$ cat src/rtl/pipe_ctrl_pkg.sv
// Shared types and constants for the pipeline sequencing controller and the
// pipeline buffers it drives.
package pipe_ctrl_pkg;

    typedef enum logic [1:0] {
        RUN      = 2'd0,
        MEM_WAIT = 2'd1,
        HALT     = 2'd2
    } state_e;

    localparam int REG_IDX_W = 6;
    localparam int CTRL_W    = 9;

    // Every control output of pipe_ctrl in one word.
    typedef struct packed {
        logic pc_en;
        logic ifid_en;
        logic idex_en;
        logic exmem_en;
        logic memwb_en;
        logic ifid_flush;
        logic idex_flush;
        logic memwb_flush;
        logic halted;
    } ctrl_t;

endpackage

$ cat src/rtl/pipe_ctrl_hazard_detect.sv
// Load-use hazard compare between the instruction in ID and a load in EX.
// Purely combinational so a forwarding unit can reuse it.
module hazard_detect
    import pipe_ctrl_pkg::*;
(
    input  logic [REG_IDX_W-1:0] id_rs_i,
    input  logic [REG_IDX_W-1:0] id_rt_i,
    input  logic                 id_uses_rs_i,
    input  logic                 id_uses_rt_i,
    input  logic [REG_IDX_W-1:0] ex_rd_i,
    input  logic                 ex_mem_read_i,
    output logic                 load_use_o
);

    logic rs_hit;
    logic rt_hit;

    assign rs_hit = id_uses_rs_i && (id_rs_i == ex_rd_i);
    assign rt_hit = id_uses_rt_i && (id_rt_i == ex_rd_i);

    // Register 0 is hard-wired, so a load targeting it never creates a hazard.
    assign load_use_o = ex_mem_read_i && (ex_rd_i != '0) && (rs_hit || rt_hit);

endmodule

$ cat src/rtl/pipe_ctrl.sv
// Pipeline sequencing controller: stage enables/flushes for load-use,
// taken branches, data-memory wait states and memory-timeout halt.
module pipe_ctrl
    import pipe_ctrl_pkg::*;
#(
    parameter int MEM_TIMEOUT = 255,
    parameter int CNT_W       = 16
) (
    input  logic                 clk,
    input  logic                 rst_n,
    input  logic [REG_IDX_W-1:0] id_rs_i,
    input  logic [REG_IDX_W-1:0] id_rt_i,
    input  logic                 id_uses_rs_i,
    input  logic                 id_uses_rt_i,
    input  logic [REG_IDX_W-1:0] ex_rd_i,
    input  logic                 ex_mem_read_i,
    input  logic                 ex_branch_taken_i,
    input  logic                 mem_req_i,
    input  logic                 mem_ready_i,
    output logic                 pc_en_o,
    output logic                 ifid_en_o,
    output logic                 idex_en_o,
    output logic                 exmem_en_o,
    output logic                 memwb_en_o,
    output logic                 ifid_flush_o,
    output logic                 idex_flush_o,
    output logic                 memwb_flush_o,
    output logic                 halted_o,
    output logic [CNT_W-1:0]     stall_cnt_o,
    output logic [CNT_W-1:0]     flush_cnt_o
);

    localparam logic [7:0] TIMEOUT_CMP = 8'(MEM_TIMEOUT);

    state_e           state_q, state_d;
    logic [7:0]       wait_q, wait_d;
    logic [CNT_W-1:0] stall_cnt_q, flush_cnt_q;
    logic             mem_stall;
    logic             load_use;
    ctrl_t            ctrl;

    assign mem_stall = mem_req_i && !mem_ready_i;

    hazard_detect u_hazard_detect (
        .id_rs_i       (id_rs_i),
        .id_rt_i       (id_rt_i),
        .id_uses_rs_i  (id_uses_rs_i),
        .id_uses_rt_i  (id_uses_rt_i),
        .ex_rd_i       (ex_rd_i),
        .ex_mem_read_i (ex_mem_read_i),
        .load_use_o    (load_use)
    );

    always_ff @(posedge clk or negedge rst_n) begin
        if (!rst_n) begin
            state_q <= RUN;
            wait_q  <= '0;
        end else begin
            state_q <= state_d;
            wait_q  <= wait_d;
        end
    end

    always_comb begin
        state_d = state_q;
        wait_d  = wait_q;
        case (state_q)
            RUN: begin
                if (mem_stall) begin
                    state_d = MEM_WAIT;
                    wait_d  = 8'd1;
                end
            end
            MEM_WAIT: begin
                // A dropped request releases the wait just like mem_ready.
                if (!mem_stall) begin
                    state_d = RUN;
                    wait_d  = '0;
                end else if (wait_q == TIMEOUT_CMP) begin
                    state_d = HALT;
                end else begin
                    wait_d = wait_q + 8'd1;
                end
            end
            HALT:    state_d = HALT;
            default: state_d = RUN;
        endcase
    end

    always_comb begin
        ctrl = ctrl_t'({CTRL_W{1'b0}});
        if (!rst_n) begin
            // Bubble every reset-less buffer while the PC is held.
            ctrl.ifid_en     = 1'b1;
            ctrl.idex_en     = 1'b1;
            ctrl.exmem_en    = 1'b1;
            ctrl.memwb_en    = 1'b1;
            ctrl.ifid_flush  = 1'b1;
            ctrl.idex_flush  = 1'b1;
            ctrl.memwb_flush = 1'b1;
        end else if (state_q == HALT) begin
            ctrl.halted = 1'b1;
        end else if (mem_stall) begin
            ctrl.memwb_en    = 1'b1;
            ctrl.memwb_flush = 1'b1;
        end else begin
            ctrl.pc_en    = 1'b1;
            ctrl.ifid_en  = 1'b1;
            ctrl.idex_en  = 1'b1;
            ctrl.exmem_en = 1'b1;
            ctrl.memwb_en = 1'b1;
            // A taken branch squashes the ID instruction, masking any load-use.
            if (ex_branch_taken_i) begin
                ctrl.ifid_flush = 1'b1;
                ctrl.idex_flush = 1'b1;
            end else if (load_use) begin
                ctrl.pc_en      = 1'b0;
                ctrl.ifid_en    = 1'b0;
                ctrl.idex_flush = 1'b1;
            end
        end
    end

    always_ff @(posedge clk or negedge rst_n) begin
        if (!rst_n) begin
            stall_cnt_q <= '0;
            flush_cnt_q <= '0;
        end else begin
            if (!ctrl.pc_en && (stall_cnt_q != '1))
                stall_cnt_q <= stall_cnt_q + CNT_W'(1);
            if (ctrl.ifid_flush && (flush_cnt_q != '1))
                flush_cnt_q <= flush_cnt_q + CNT_W'(1);
        end
    end

    assign pc_en_o       = ctrl.pc_en;
    assign ifid_en_o     = ctrl.ifid_en;
    assign idex_en_o     = ctrl.idex_en;
    assign exmem_en_o    = ctrl.exmem_en;
    assign memwb_en_o    = ctrl.memwb_en;
    assign ifid_flush_o  = ctrl.ifid_flush;
    assign idex_flush_o  = ctrl.idex_flush;
    assign memwb_flush_o = ctrl.memwb_flush;
    assign halted_o      = ctrl.halted;
    assign stall_cnt_o   = stall_cnt_q;
    assign flush_cnt_o   = flush_cnt_q;

endmodule

$ cat config.mk
export PLATFORM = sky130hd
export DESIGN_NAME = pipe_ctrl
export DESIGN_NICKNAME = d
export VERILOG_FILES = /design/src/rtl/pipe_ctrl_pkg.sv /design/src/rtl/pipe_ctrl_hazard_detect.sv /design/src/rtl/pipe_ctrl.sv
export SDC_FILE = /design/constraint.sdc
export NUM_CORES = 1
export LEC_CHECK = 0
export ABC_AREA = 1
export BUFFER_PORTS_ARGS = -buffer_cell sky130_fd_sc_hd__buf_2
export CORE_ASPECT_RATIO = 0.5
export CORE_UTILIZATION = 59
export CTS_CLUSTER_DIAMETER = 150
export CTS_CLUSTER_SIZE = 20
export DETAILED_ROUTE_END_ITERATION = 16
export PLACE_DENSITY = 0.86
export RECOVER_POWER = 50
export SYNTH_ARGS = -nofsm -noshare
export SYNTH_HDL_FRONTEND = slang
export SYNTH_HIERARCHICAL = 1
export SYNTH_SLANG_ARGS = --single-unit
export TNS_END_PERCENT = 30
$ cat constraint.sdc
create_clock -name clk -period 3.25 [get_ports clk]
set_clock_uncertainty 0.1 [all_clocks]
set_input_delay 0.4875 -clock clk [delete_from_list [all_inputs] [get_ports clk]]
set_output_delay 0.4875 -clock clk [all_outputs]
set_load 0.05 [all_outputs]
* Yosys cells after proc, flatten, opt, wreduce, memory -nomap -nowiden
Index checks and enable logic that the tools add are counted.
** Cells by class
- Add/subtract/negate cells :: 3
- Equal/unequal tests :: 10
- Mux-type cells :: 21
- Reduce and logical (&&, ||, !) cells :: 15
** Operators with widths (count)
- adder 16 x 1 -> 16 bit (second input constant) :: 2
- 2-to-1 mux 8 bit :: 4
- inequality test 16 bit (second input constant) :: 2
- one-hot mux 8 bit (2 select lines) :: 1
- == test 6 bit :: 2
- 2-to-1 mux 2 bit :: 6
- adder 8 x 1 -> 8 bit (second input constant) :: 1
- == test 8 bit (second input constant) :: 1
- logical AND 1 bit :: 7
- 2-to-1 mux 1 bit :: 7
- 2-to-1 mux 7 bit :: 1
- inequality test 3 bit (second input constant) :: 2
- one-hot mux 2 bit (3 select lines) :: 1
- nonzero test 6 bit :: 1
- 2-to-1 mux 4 bit :: 1
- AND reduction 3 bit :: 1
- == test 2 x 1 -> 1 bit (second input constant) :: 1
- == test 2 bit (second input constant) :: 1
- logical NOT 1 bit :: 2
- logical NOT 2 bit :: 1
- inequality test 2 bit (second input constant) :: 1
- AND reduction 2 bit :: 1
- nonzero test 2 bit :: 1
- logical OR 1 bit :: 1
** Storage, ports and cells
- Bits in registers :: 42
- Input bits :: 26
- Output and inout bits :: 41
- Logic and storage cells :: 53

* Longest topological paths before layout
- Word-level depth :: 11
- Depth in mapped cells :: 15
- Gate-level depth less buffers :: 14

* By module
The synthesis kept the hierarchy.
** Modules (own cells, without submodules)
- pipe_ctrl :: times used 1, cells each 391, area each 2640.0 µm²
- hazard_detect :: times used 1, cells each 69, area each 275.3 µm²

* Worst setup path after synthesis
OpenSTA, ideal clock, no wires.
- Path type :: input -> output
- From :: input port rst_n
- To :: output port memwb_en_o
- Data arrival time :: 1704 ps
- Data required time :: 2662 ps
- Setup slack :: 958 ps
- Stages :: 3
- Buffers on the path :: 0
- Cell sequence :: inv_1 -> nor2_1 -> inv_1
** On the way
- Cells in the longest elaborated chain, start to end :: 1
** Ends and longest elaborated chain
- start: declaration :: line pipe_ctrl.sv:10 : input logic rst_n,
- 2-to-1 mux 7 bit :: line pipe_ctrl.sv:92 : if (!rst_n) begin
- end: declaration :: line pipe_ctrl.sv:24 : output logic memwb_en_o,
No other way between the ends.

* Final worst setup path
- From :: input port rst_n
- To :: output port ifid_en_o
** On the way
- Cells in the longest elaborated chain, start to end :: 1
** Ends and longest elaborated chain
- 2-to-1 mux 7 bit :: line pipe_ctrl.sv:92
- end: declaration :: line pipe_ctrl.sv:21 : output logic ifid_en_o,
No other way between the ends.

==> summary.md <==
| Metric | Value |
|---|---|
| Status | finished clean |
| Crit-path max cell delay | 520 ps |
| First-pass GRT wire length | 10700 µm |
| Period utilisation layout | 81.8% |
| ANT cells | 0 |
| Tot GR Track Use | 27.0% |
| Post-synthesis adder-cell area fraction | 1.29% |
| Die height | 51.7 µm |
| Crit Path Category | primary input to primary output |
| Worst path bufs/invs | 4 |
| Total of max-cap violations | 0 |
| VDD IR max | 0.240 mV |
| Seq pwr share | 43.3% |
| Critical-path top delay cell | dlygate4sd3_1 |
| Port Buffer Count | 66 |
| Worst-Skew Late Latency | 300 ps |
| Worst Hold Class | flop to flop |
| Non-Filler Instances | 598 |
| Worst path cell trace | dlygate4sd3_1, buf_2, buf_4, nand2_1, buf_2 |
| CP most frequent cell | buf_2 |
| FMAX | 0.376 GHz |
| Power per cell area | 389 nW/µm² |
| Post-Syn Instances | 460 |
| DR vias/cell | 5.02 |
| Fillers | 402 |
| Row Count | 17 |
| Residual DRC | 0 |
| Cell family with most CP delay | buffers and inverters |
| Layout cell share with drive strength beyond 1 | 15.6% |
| Placed insts | 589 |
| Antenna viol nets, final | 0 |
| Final Max Slew Viols | 0 |
| Final RePlAce weighted congestion | 0.916 |
| Final hold vios | 0 |
| Area after DPL | 3300 µm² |
| Setup TNS | 0 ps |
| Xor/xnor cell area share of the yosys netlist | 3.91% |
| Initial Utilization | 63.7% |
| Register area share after synthesis | 36.1% |
| Maximum clock insertion buffer count | 2 |
| Detailed Route Iter0 Violations | 204 |
| Clock sinks | 42 |
| Syn Std Cell Area | 2920 µm² |
| Drt first pass iters | 5 |
| Psw | 0.000416 W |
| Routed vias | 2999 |
| Sw frac | 31.3% |
| Core area | 4570 µm² |
| Logic pwr share | 18.7% |
| H-Tree Depth | 2 |
| CTS-repair resized insts | 0 |
| YS warnings | 6 |
| Die area | 5240 µm² |
| Simple-Gate Fraction of Synth Area | 44.6% |
| Register bit total from synthesis | 42 |
| Worst slew margin | 46.1% |
| Die W | 101 µm |
| WHS | 426 ps |
| Layout Nets | 560 |
| DP Wirelength | 4940 µm |
| Min Clock Period, post-route | 2660 ps |
| Crit start category | primary input |
| Root buf cell | clkbuf_8 |
| Area delta synth->final | 17.3% |
| Post-route setup slack | 593 ps |
| Crit path capture type | primary output |
| Num ports | 67 |
| Mean area per synthesized cell | 6.34 µm² |
| Final instance area | 3420 µm² |
| Static Leak | 1.83 nW |
| Overflow after GRT | 0 |
| Clock-pin transition on the worst setup and hold timing paths | 90 ps |
| Post-Route WL | 6550 µm |
| RSZ-0062 raised after global routing | false |
| Synth cell types | 28 |
| Initial antenna violation count | 0 |
| WL per Instance | 11.0 µm |
| WP data required | 2660 ps |
| Vias in the first global route | 2444 |
| Arrival @ worst endpoint | 2070 ps |
| Compound-cell area share of the yosys netlist | 5.06% |
| Least-Margin Pin Slew | 803 ps |
| Place WS | 972 ps |
| Largest net degree at the start of global routing | 29 |
| Mux contribution to synthesized area | 0% |
| Power share of the clock group | 38.0% |
| Cts bufs inserted | 5 |
| Largest family of logic cells by synthesized area | simple AND/OR/NAND/NOR gates |
| Final Setup Violations | 0 |
| Syn Nets | 489 |
| TritonCTS clock tree | done |
| Crit-path max FO | 28 |
| P_int | 0.000913 W |
power groups by stage:
stage,clock network (W),registers [W],logic [W]
detailed placement,0,0.000586,0.000254
global placement,0,0.000585,0.000251
CTS,0.000511,0.000575,0.000256
global route,0.000528,0.000581,0.000274
finish,0.000505,0.000576,0.000248
floorplan,0,0.000661,0.000102
worst register-to-register path, cell delays in order (launching register included):
cell	delay [ps]
dfrtp_1	420
ha_1	240
nand3_1	150
inv_1	80
nand2_1	110
o21ai_1	670
nand2_1	130
nand2_1	120
cells in the mapped netlist:
library cell  instances  area share (%)
ha_1                  3             1.3
o211ai_1              1            0.26
nor2_4                2            0.77
xnor2_1               4             1.2
nand2_1             212              27
o21ai_0              18             3.1
o21ai_4               1            0.56
inv_2                 8             1.0
nand3_1              20             3.4
a21oi_1               1            0.17
nor3_1                1            0.17
nand2_2               5             1.1
buf_4                 1            0.26
clkinv_1              1            0.13
nand4_1              15             3.2
inv_1                49             6.3
or2_2                 1            0.21
nor2_1               51             6.6
o21ai_1               1            0.17
o21ai_2               1            0.30
nand3_2               3             1.0
buf_6                 3             1.2
o21bai_1              1            0.26
dfrtp_1              42              36
buf_2                 1            0.17
xor2_1                9             2.7
nor2_2                4            0.86
a21boi_0              1            0.26
routing by layer:
layer / global-route usage [%] / routed length [µm] / vias to the layer above
li1: - / - / 1560
met1: 37.1 / 3240 / 1344
met2: 44.0 / 2870 / 89
met3: 4.84 / 377 / 6
met4: 7.97 / 64 / 0
met5: 0 / 0 / -
layout make-up:
type                    instances  area (µm²)  share of cell area [%]
inverters                      58         218                    6.37
flip-flops and latches         42        1050                    30.7
multi-input cells             355        1600                    46.8
well taps                      66        82.6                    2.41
repair buffers                 69         330                    9.66
clock buffers                   5        68.8                    2.01
clock inverters                 3        68.8                    2.01
metrics by stage:
| step | power, W | utilization, % |
|---|---|---|
| 2_1_floorplan | 0.000763 | - |
| 3_3_place_gp | 0.000836 | 72.1 |
| 3_5_place_dp | 0.000840 | 72.1 |
| 4_1_cts | 0.00134 | 75.3 |
| 5_1_grt | 0.00138 | 74.8 |
| 6_report | 0.00133 | 74.8 |
logic make-up (layout without fill, tap and decap cells):
| group | count (synthesis) | after routing |
|---|---|---|
| AO/OA/AOI/OAI | 25 | 25 |
| adder cells (fa/ha/maj) | 3 | 3 |
| AND/OR/NAND/NOR | 314 | 314 |
| buffers and inverters | 63 | 135 |
| flip-flops | 42 | 42 |
| XOR/XNOR | 13 | 13 |
cell usage in the layout (no fill, tap or decap), drive strengths merged, types with 2 or more instances in the layout:
cell	count
ha	3
nand4	15
dfrtp	42
bufinv	2
xnor2	4
clkinv	2
nand2	217
inv	57
nor2	57
buf	50
clkbuf	23
nand3	23
xor2	9
o21ai	21
sequential cells by signal, indices dropped and copies added (netlist names):
| signal | count |
|---|---|
| flush_cnt_o | 16 |
| stall_cnt_o | 16 |
| wait_q | 8 |
| state_q | 2 |
final timing paths:
| check | startpoint | endpoint | slack (ps) | cells after the start |
|---|---|---|---|---|
| worst min register to register | wait_q[4] | wait_q[4] | 430 | 2 |
| worst max-delay path | rst_n | ifid_en_o | 590 | 5 |
| min in group asynchronous | rst_n | flush_cnt_o[11] | 500 | 2 |
| max in group asynchronous | rst_n | flush_cnt_o[9] | 1780 | 3 |
| worst max register to register | flush_cnt_o[0] | flush_cnt_o[14] | 1180 | 7 |
| worst min-delay path | wait_q[4] | wait_q[4] | 430 | 2 |
timing repair:
| action | in CTS | in global routing |
|---|---|---|
| hold buffers | 1 | 0 |
| endpoints found under the hold margin | 4 | 0 |
| buffers inserted | 0 | 0 |
| endpoints found under the setup margin | 0 | 0 |
No activity file was read; power rests on OpenSTA's default activity.
